`src/rtl/grant_burst_pkg.sv`:
```
// Shared types and default parameters for the grant-driven burst controller.
package grant_burst_pkg;

   typedef enum logic [2:0] {
      ST_IDLE      = 3'd0,
      ST_XFER      = 3'd1,
      ST_DRAIN     = 3'd2,
      ST_REVOKE    = 3'd3,
      ST_WAIT_DROP = 3'd4
   } ty_GRANT_BURST_STATE;

   localparam int DEF_DATA_W         = 32;
   localparam int DEF_LEN_W          = 8;
   localparam int DEF_TIMEOUT_CYCLES = 64;

endpackage

```
`src/rtl/grant_burst_ctrl_hs_pipe_reg.sv`:
```
// Single valid/ready register stage; a load and an unload may happen in the
// same cycle, so it sustains one beat per cycle.
module hs_pipe_reg
   import grant_burst_pkg::*;
#(
   parameter int DATA_W = DEF_DATA_W
) (
   input  logic              i_ck,
   input  logic              i_arst_n,
   input  logic              i_load,
   input  logic [DATA_W-1:0] i_data,
   input  logic              i_ready,
   output logic              o_valid,
   output logic [DATA_W-1:0] o_data
);

   logic              valid_q;
   logic              valid_d;
   logic [DATA_W-1:0] data_q;
   logic [DATA_W-1:0] data_d;

   // Next-state of the stage; the caller only loads when the stage is empty or draining.
   always_comb begin
      valid_d = valid_q;
      data_d  = data_q;
      if (i_load) begin
         valid_d = 1'b1;
         data_d  = i_data;
      end else if (i_ready) begin
         valid_d = 1'b0;
      end else begin
         valid_d = valid_q;
      end
   end

   // Stage register.
   always_ff @(posedge i_ck or negedge i_arst_n) begin
      if (!i_arst_n) begin
         valid_q <= 1'b0;
         data_q  <= '0;
      end else begin
         valid_q <= valid_d;
         data_q  <= data_d;
      end
   end

   assign o_valid = valid_q;
   assign o_data  = data_q;

endmodule

```
`src/rtl/grant_burst_ctrl.sv`:
```
// Moves one burst per grant from source to sink through a register stage and
// pulses o_revoke once the burst has drained or the source went quiet.
module grant_burst_ctrl
   import grant_burst_pkg::*;
#(
   parameter int DATA_W         = DEF_DATA_W,
   parameter int LEN_W          = DEF_LEN_W,
   parameter int TIMEOUT_CYCLES = DEF_TIMEOUT_CYCLES
) (
   input  logic              i_ck,
   input  logic              i_arst_n,
   input  logic              i_grant,
   input  logic [LEN_W-1:0]  i_burstLen,
   input  logic              i_srcValid,
   input  logic [DATA_W-1:0] i_srcData,
   output logic              o_srcReady,
   output logic              o_dstValid,
   output logic [DATA_W-1:0] o_dstData,
   input  logic              i_dstReady,
   output logic              o_revoke,
   output logic              o_timeout,
   output logic [LEN_W-1:0]  o_beatCount
);

   localparam int                IDLE_W   = $clog2(TIMEOUT_CYCLES);
   localparam logic [IDLE_W-1:0] IDLE_LIM = IDLE_W'(TIMEOUT_CYCLES - 1);
   localparam logic [IDLE_W-1:0] IDLE_ONE = {{(IDLE_W-1){1'b0}}, 1'b1};
   localparam logic [LEN_W-1:0]  CNT_ONE  = {{(LEN_W-1){1'b0}}, 1'b1};

   ty_GRANT_BURST_STATE state_q, state_d;
   logic                grant_q;
   logic [LEN_W-1:0]    len_q, len_d;
   logic [LEN_W-1:0]    cnt_q, cnt_d;
   logic [IDLE_W-1:0]   idle_q, idle_d;
   logic                timeout_q, timeout_d;
   logic                revoke_q;
   logic                src_ready_s;
   logic                src_fire_s;
   logic                dst_valid_s;
   logic [DATA_W-1:0]   dst_data_s;
   logic [LEN_W-1:0]    cnt_inc_s;

   assign cnt_inc_s = cnt_q + CNT_ONE;

   // Next-state, counters and source-ready decode.
   always_comb begin
      state_d     = state_q;
      len_d       = len_q;
      cnt_d       = cnt_q;
      idle_d      = idle_q;
      timeout_d   = timeout_q;
      src_ready_s = 1'b0;
      src_fire_s  = 1'b0;
      case (state_q)
         ST_IDLE: begin
            if (i_grant && !grant_q) begin
               len_d     = i_burstLen;
               cnt_d     = '0;
               idle_d    = '0;
               timeout_d = 1'b0;
               state_d   = ST_XFER;
            end else begin
               state_d = ST_IDLE;
            end
         end
         ST_XFER: begin
            src_ready_s = i_grant && (cnt_q < len_q) && (!dst_valid_s || i_dstReady);
            src_fire_s  = src_ready_s && i_srcValid;
            if (!i_grant) begin
               state_d = ST_IDLE;
            end else if (len_q == '0) begin
               state_d = ST_REVOKE;
            end else if (src_fire_s) begin
               cnt_d  = cnt_inc_s;
               idle_d = '0;
               if (cnt_inc_s == len_q) begin
                  state_d = ST_DRAIN;
               end else begin
                  state_d = ST_XFER;
               end
            end else if (idle_q == IDLE_LIM) begin
               timeout_d = 1'b1;
               idle_d    = '0;
               state_d   = ST_DRAIN;
            end else begin
               idle_d = idle_q + IDLE_ONE;
            end
         end
         ST_DRAIN: begin
            if (!i_grant) begin
               state_d = ST_IDLE;
            end else if (!dst_valid_s || i_dstReady) begin
               state_d = ST_REVOKE;
            end else begin
               state_d = ST_DRAIN;
            end
         end
         ST_REVOKE: begin
            state_d = ST_WAIT_DROP;
         end
         ST_WAIT_DROP: begin
            if (!i_grant) begin
               state_d = ST_IDLE;
            end else begin
               state_d = ST_WAIT_DROP;
            end
         end
         default: begin
            state_d = ST_IDLE;
         end
      endcase
   end

   // Control registers; o_revoke is registered off the REVOKE entry.
   always_ff @(posedge i_ck or negedge i_arst_n) begin
      if (!i_arst_n) begin
         state_q   <= ST_IDLE;
         grant_q   <= 1'b0;
         len_q     <= '0;
         cnt_q     <= '0;
         idle_q    <= '0;
         timeout_q <= 1'b0;
         revoke_q  <= 1'b0;
      end else begin
         state_q   <= state_d;
         grant_q   <= i_grant;
         len_q     <= len_d;
         cnt_q     <= cnt_d;
         idle_q    <= idle_d;
         timeout_q <= timeout_d;
         revoke_q  <= (state_d == ST_REVOKE);
      end
   end

   hs_pipe_reg #(
      .DATA_W (DATA_W)
   ) u_pipe (
      .i_ck     (i_ck),
      .i_arst_n (i_arst_n),
      .i_load   (src_fire_s),
      .i_data   (i_srcData),
      .i_ready  (i_dstReady),
      .o_valid  (dst_valid_s),
      .o_data   (dst_data_s)
   );

   assign o_srcReady  = src_ready_s;
   assign o_dstValid  = dst_valid_s;
   assign o_dstData   = dst_data_s;
   assign o_revoke    = revoke_q;
   assign o_timeout   = timeout_q;
   assign o_beatCount = cnt_q;

endmodule

```
`config.mk`:
```
export PLATFORM = sky130hd
export DESIGN_NAME = grant_burst_ctrl
export DESIGN_NICKNAME = d
export VERILOG_FILES = /design/src/rtl/grant_burst_pkg.sv /design/src/rtl/grant_burst_ctrl_hs_pipe_reg.sv /design/src/rtl/grant_burst_ctrl.sv
export SDC_FILE = /design/constraint.sdc
export NUM_CORES = 1
export LEC_CHECK = 0
export CORE_MARGIN = 2
export CORE_UTILIZATION = 53
export CTS_BUF_LIST = sky130_fd_sc_hd__clkbuf_8
export DETAILED_ROUTE_END_ITERATION = 8
export PLACE_DENSITY = 0.91
export SYNTH_ARGS = -nofsm -noshare
export SYNTH_HDL_FRONTEND = slang
export SYNTH_SLANG_ARGS = --single-unit
```
`constraint.sdc`:
```
create_clock -name i_ck -period 5.35 [get_ports i_ck]
set_input_delay 1.07 -clock i_ck [delete_from_list [all_inputs] [get_ports i_ck]]
set_output_delay 1.07 -clock i_ck [all_outputs]
set_load 0.1 [all_outputs]
```
==> metrics.md <==
| Metric | Value |
|---|---|
| Die X | `79.8 um` |
| Routed length per instance | `16.6 um` |
| Hold crit path type | `register to register` |
| Grt ovf | `0` |
| Largest net degree at the start of global routing | `62` |
| Compound-Gate Fraction of Synth Area | `11.8%` |
| Most frequent cells in the layout | `clkdlybuf4s50_1, dfrtp_1, mux2_2` |
| Worst slew pin tran | `0.993 ns` |
| Number of global-route vias before repair | `2,535` |
| CP Max Fanout | `10` |
| Hold_buf cts | `0` |
| Gpl congestion | `0.889` |
| Synthesized netlist cell count | `268` |
| Fraction of layout cells with a size suffix above 1 | `16.3%` |
| WP data arrival | `2.63 ns` |
| Net Count, Synth | `323` |
| N_diodes | `0` |
| WHS Path Cells | `1` |
| Final count of hold timing violations | `0` |
| Gr usage total | `24.0%` |
| Final worst slack | `1.65 ns` |
| Area of the mapped netlist | `3040 sq um` |
| Via count | `2,448` |
| Drt first pass iters | `4` |
| Slew Limit Headroom | `33.6%` |
| Status | `finished clean` |
| Ports | `89` |
| Post-synthesis cell type count | `47` |
| Cell row count | `27` |
| Fin crit share | `69.1%` |
| Fmax | `270 MHz` |
| Setup bufs post-CTS | `0` |
| Yosys warnings | `0` |
| Final TNS setup | `0 ns` |
| Die ar. | `6360 sq um` |
| Initial antenna violation count | `0` |
| Nets | `413` |
| Initial Util | `54.9%` |
| CTS resizes | `0` |
| Largest family of logic cells by synthesized area | `simple AND/OR/NAND/NOR gates` |
| Max clock buf depth | `2` |
| Routed Antenna Nets | `0` |
| FF-to-FF path depth | `6` |
| CTS tree | `built` |
| Commonest non-fill, non-tap cell in the layout | `clkdlybuf4s50_1` |
| CP Capture Type | `primary output` |
| Clock tree sinks | `61` |
| Average size of a mapped cell | `11.3 sq um` |
| Critical path type | `input pin to primary output` |
| Ys flop type | `dfrtp_1` |
| Fill count | `386` |
| IO buf count | `88` |
| RSZ-0062 raised after global routing | `no` |
| Drt drc | `0` |
| Num CTS Buffers | `9` |
| Yosys reg bits | `61` |
| Number of vias per cell | `5.64` |
| DP Worst Slack | `1.34 ns` |
| Post-synthesis sequential area ratio | `50.2%` |
| Synth Area in Adders | `4.11%` |
| H-tree Lvls | `3` |
| Starting DRT DRC Count | `119` |
| Final setup fails | `0` |
| Area growth from synthesis to layout | `35.2%` |
| Detailed Place HPWL | `5.14 mm` |
| Worst-skew pair later-pin latency | `0.34 ns` |
| Max Cap Viol | `0` |
| Final hold slack | `0.501 ns` |
| First-pass GRT wire length | `11.6 mm` |
| Mux cell area share after synthesis | `12.2%` |
| EDFF count, synth | `0` |
| Post-synthesis async set-or-reset flop share | `100%` |
| Core Box Area | `5540 sq um` |
| Reg clk slew, reported paths | `0.06 ns` |
| Post-route minimum period | `3.70 ns` |
| Synth Area in Simple Gates | `14.9%` |
| Setup crit start kind | `input pin` |
| CTS Root Cell | `clkbuf_8` |
| Die height | `79.8 um` |
| Clk_skew | `0.00799 ns` |
| Slew Limit Fails | `0` |
| Synth Area in XOR/XNOR | `2.88%` |
| Final wirelength | `7.22 mm` |
| CP required | `4.28 ns` |
==> final timing paths <==
kind / start / endpoint / slack, ns
worst max-delay path: i_grant / o_srcReady / 1.65
worst min-delay path: u_pipe.o_data[28] / u_pipe.o_data[28] / 0.50
worst max register to register: state_q[2] / o_beatCount[5] / 2.66
worst min register to register: u_pipe.o_data[28] / u_pipe.o_data[28] / 0.50
max in group asynchronous: i_arst_n / u_pipe.o_data[3] / 3.96
min in group asynchronous: i_arst_n / u_pipe.o_valid / 0.89
==> per-layer routing <==
layer / track usage (%) / vias to the layer above / routed length [um]
met4: 11.5 / 0 / 133
met1: 28.9 / 1176 / 2890
met3: 8.37 / 10 / 680
li1: - / 1144 / -
met2: 38.7 / 118 / 3510
met5: 0 / - / 0
==> synth_stat cells, types with 2 or more instances <==
| library cell | number | area [sq um] |
|---|---|---|
| buf_6 | 2 | 22.5 |
| nand2_1 | 27 | 101 |
| nor3_1 | 4 | 20.0 |
| o21ai_0 | 17 | 85.1 |
| clkbuf_1 | 3 | 11.3 |
| o2111ai_1 | 2 | 17.5 |
| nor3b_1 | 3 | 22.5 |
| nand3b_1 | 2 | 15.0 |
| xnor2_1 | 6 | 52.6 |
| buf_2 | 2 | 10.0 |
| o31ai_1 | 2 | 15.0 |
| inv_1 | 12 | 45.0 |
| dfrtp_1 | 61 | 1530 |
| xor2_1 | 4 | 35.0 |
| or3_1 | 2 | 12.5 |
| nand3_1 | 9 | 45.0 |
| o221ai_2 | 2 | 30.0 |
| o221ai_1 | 3 | 26.3 |
| nor3b_2 | 3 | 37.5 |
| nor2_1 | 6 | 22.5 |
| and3_1 | 5 | 31.3 |
| nand2b_1 | 4 | 25.0 |
| ha_1 | 10 | 125 |
| a21oi_1 | 7 | 35.0 |
| a211o_1 | 2 | 17.5 |
| o2bb2ai_1 | 4 | 35.0 |
| o22ai_1 | 2 | 12.5 |
| mux2_2 | 31 | 349 |
| buf_4 | 4 | 30.0 |
| nor2b_1 | 3 | 18.8 |
| a21o_1 | 5 | 37.5 |
| nor4_1 | 2 | 12.5 |
| and2_1 | 3 | 18.8 |
==> critical path: stages <==
cell,delay [ns]
clkdlybuf4s50_1,0.65
nor2b_1,0.17
o2111ai_1,0.14
nor3b_1,0.25
buf_4,0.34
==> area by class of cell <==
cell class	instances	area, sq um	area share, %
flip-flops and latches	61	1530	37.1
clock buffers	10	138	3.35
clock inverters	5	28.8	0.700
inverters	12	45.0	1.10
well taps	72	90.1	2.19
multi-input cells	184	1400	34.0
repair buffers	90	888	21.6
==> state kept, by name (all words and copies together) (netlist names) <==
name,cells
state_q,3
idle_q,6
o_beatCount,8
u_pipe.o_valid,1
len_q,8
o_revoke,1
u_pipe.o_data,32
grant_q,1
o_timeout,1
==> through the flow <==
step | std cells | util [%] | area, sq um
after CTS | 434 | 74.2 | 4110
after detailed placement | 419 | 71.2 | 3950
after global routing | 434 | 74.2 | 4110
final | 434 | 74.2 | 4110
after global placement | 419 | 71.2 | 3950
after floorplan | 268 | - | 3040
==> kinds of logic after synthesis <==
kind of cell / after synthesis
AO/OA/AOI/OAI: 52
XOR/XNOR: 10
adder cells (fa/ha/maj): 10
buffers and inverters: 23
flip-flops: 61
multiplexers: 33
AND/OR/NAND/NOR: 79
Power is left out: the tool's default activity adds up to more than one toggle a clock period on the data nets, which glitch-free logic cannot reach.
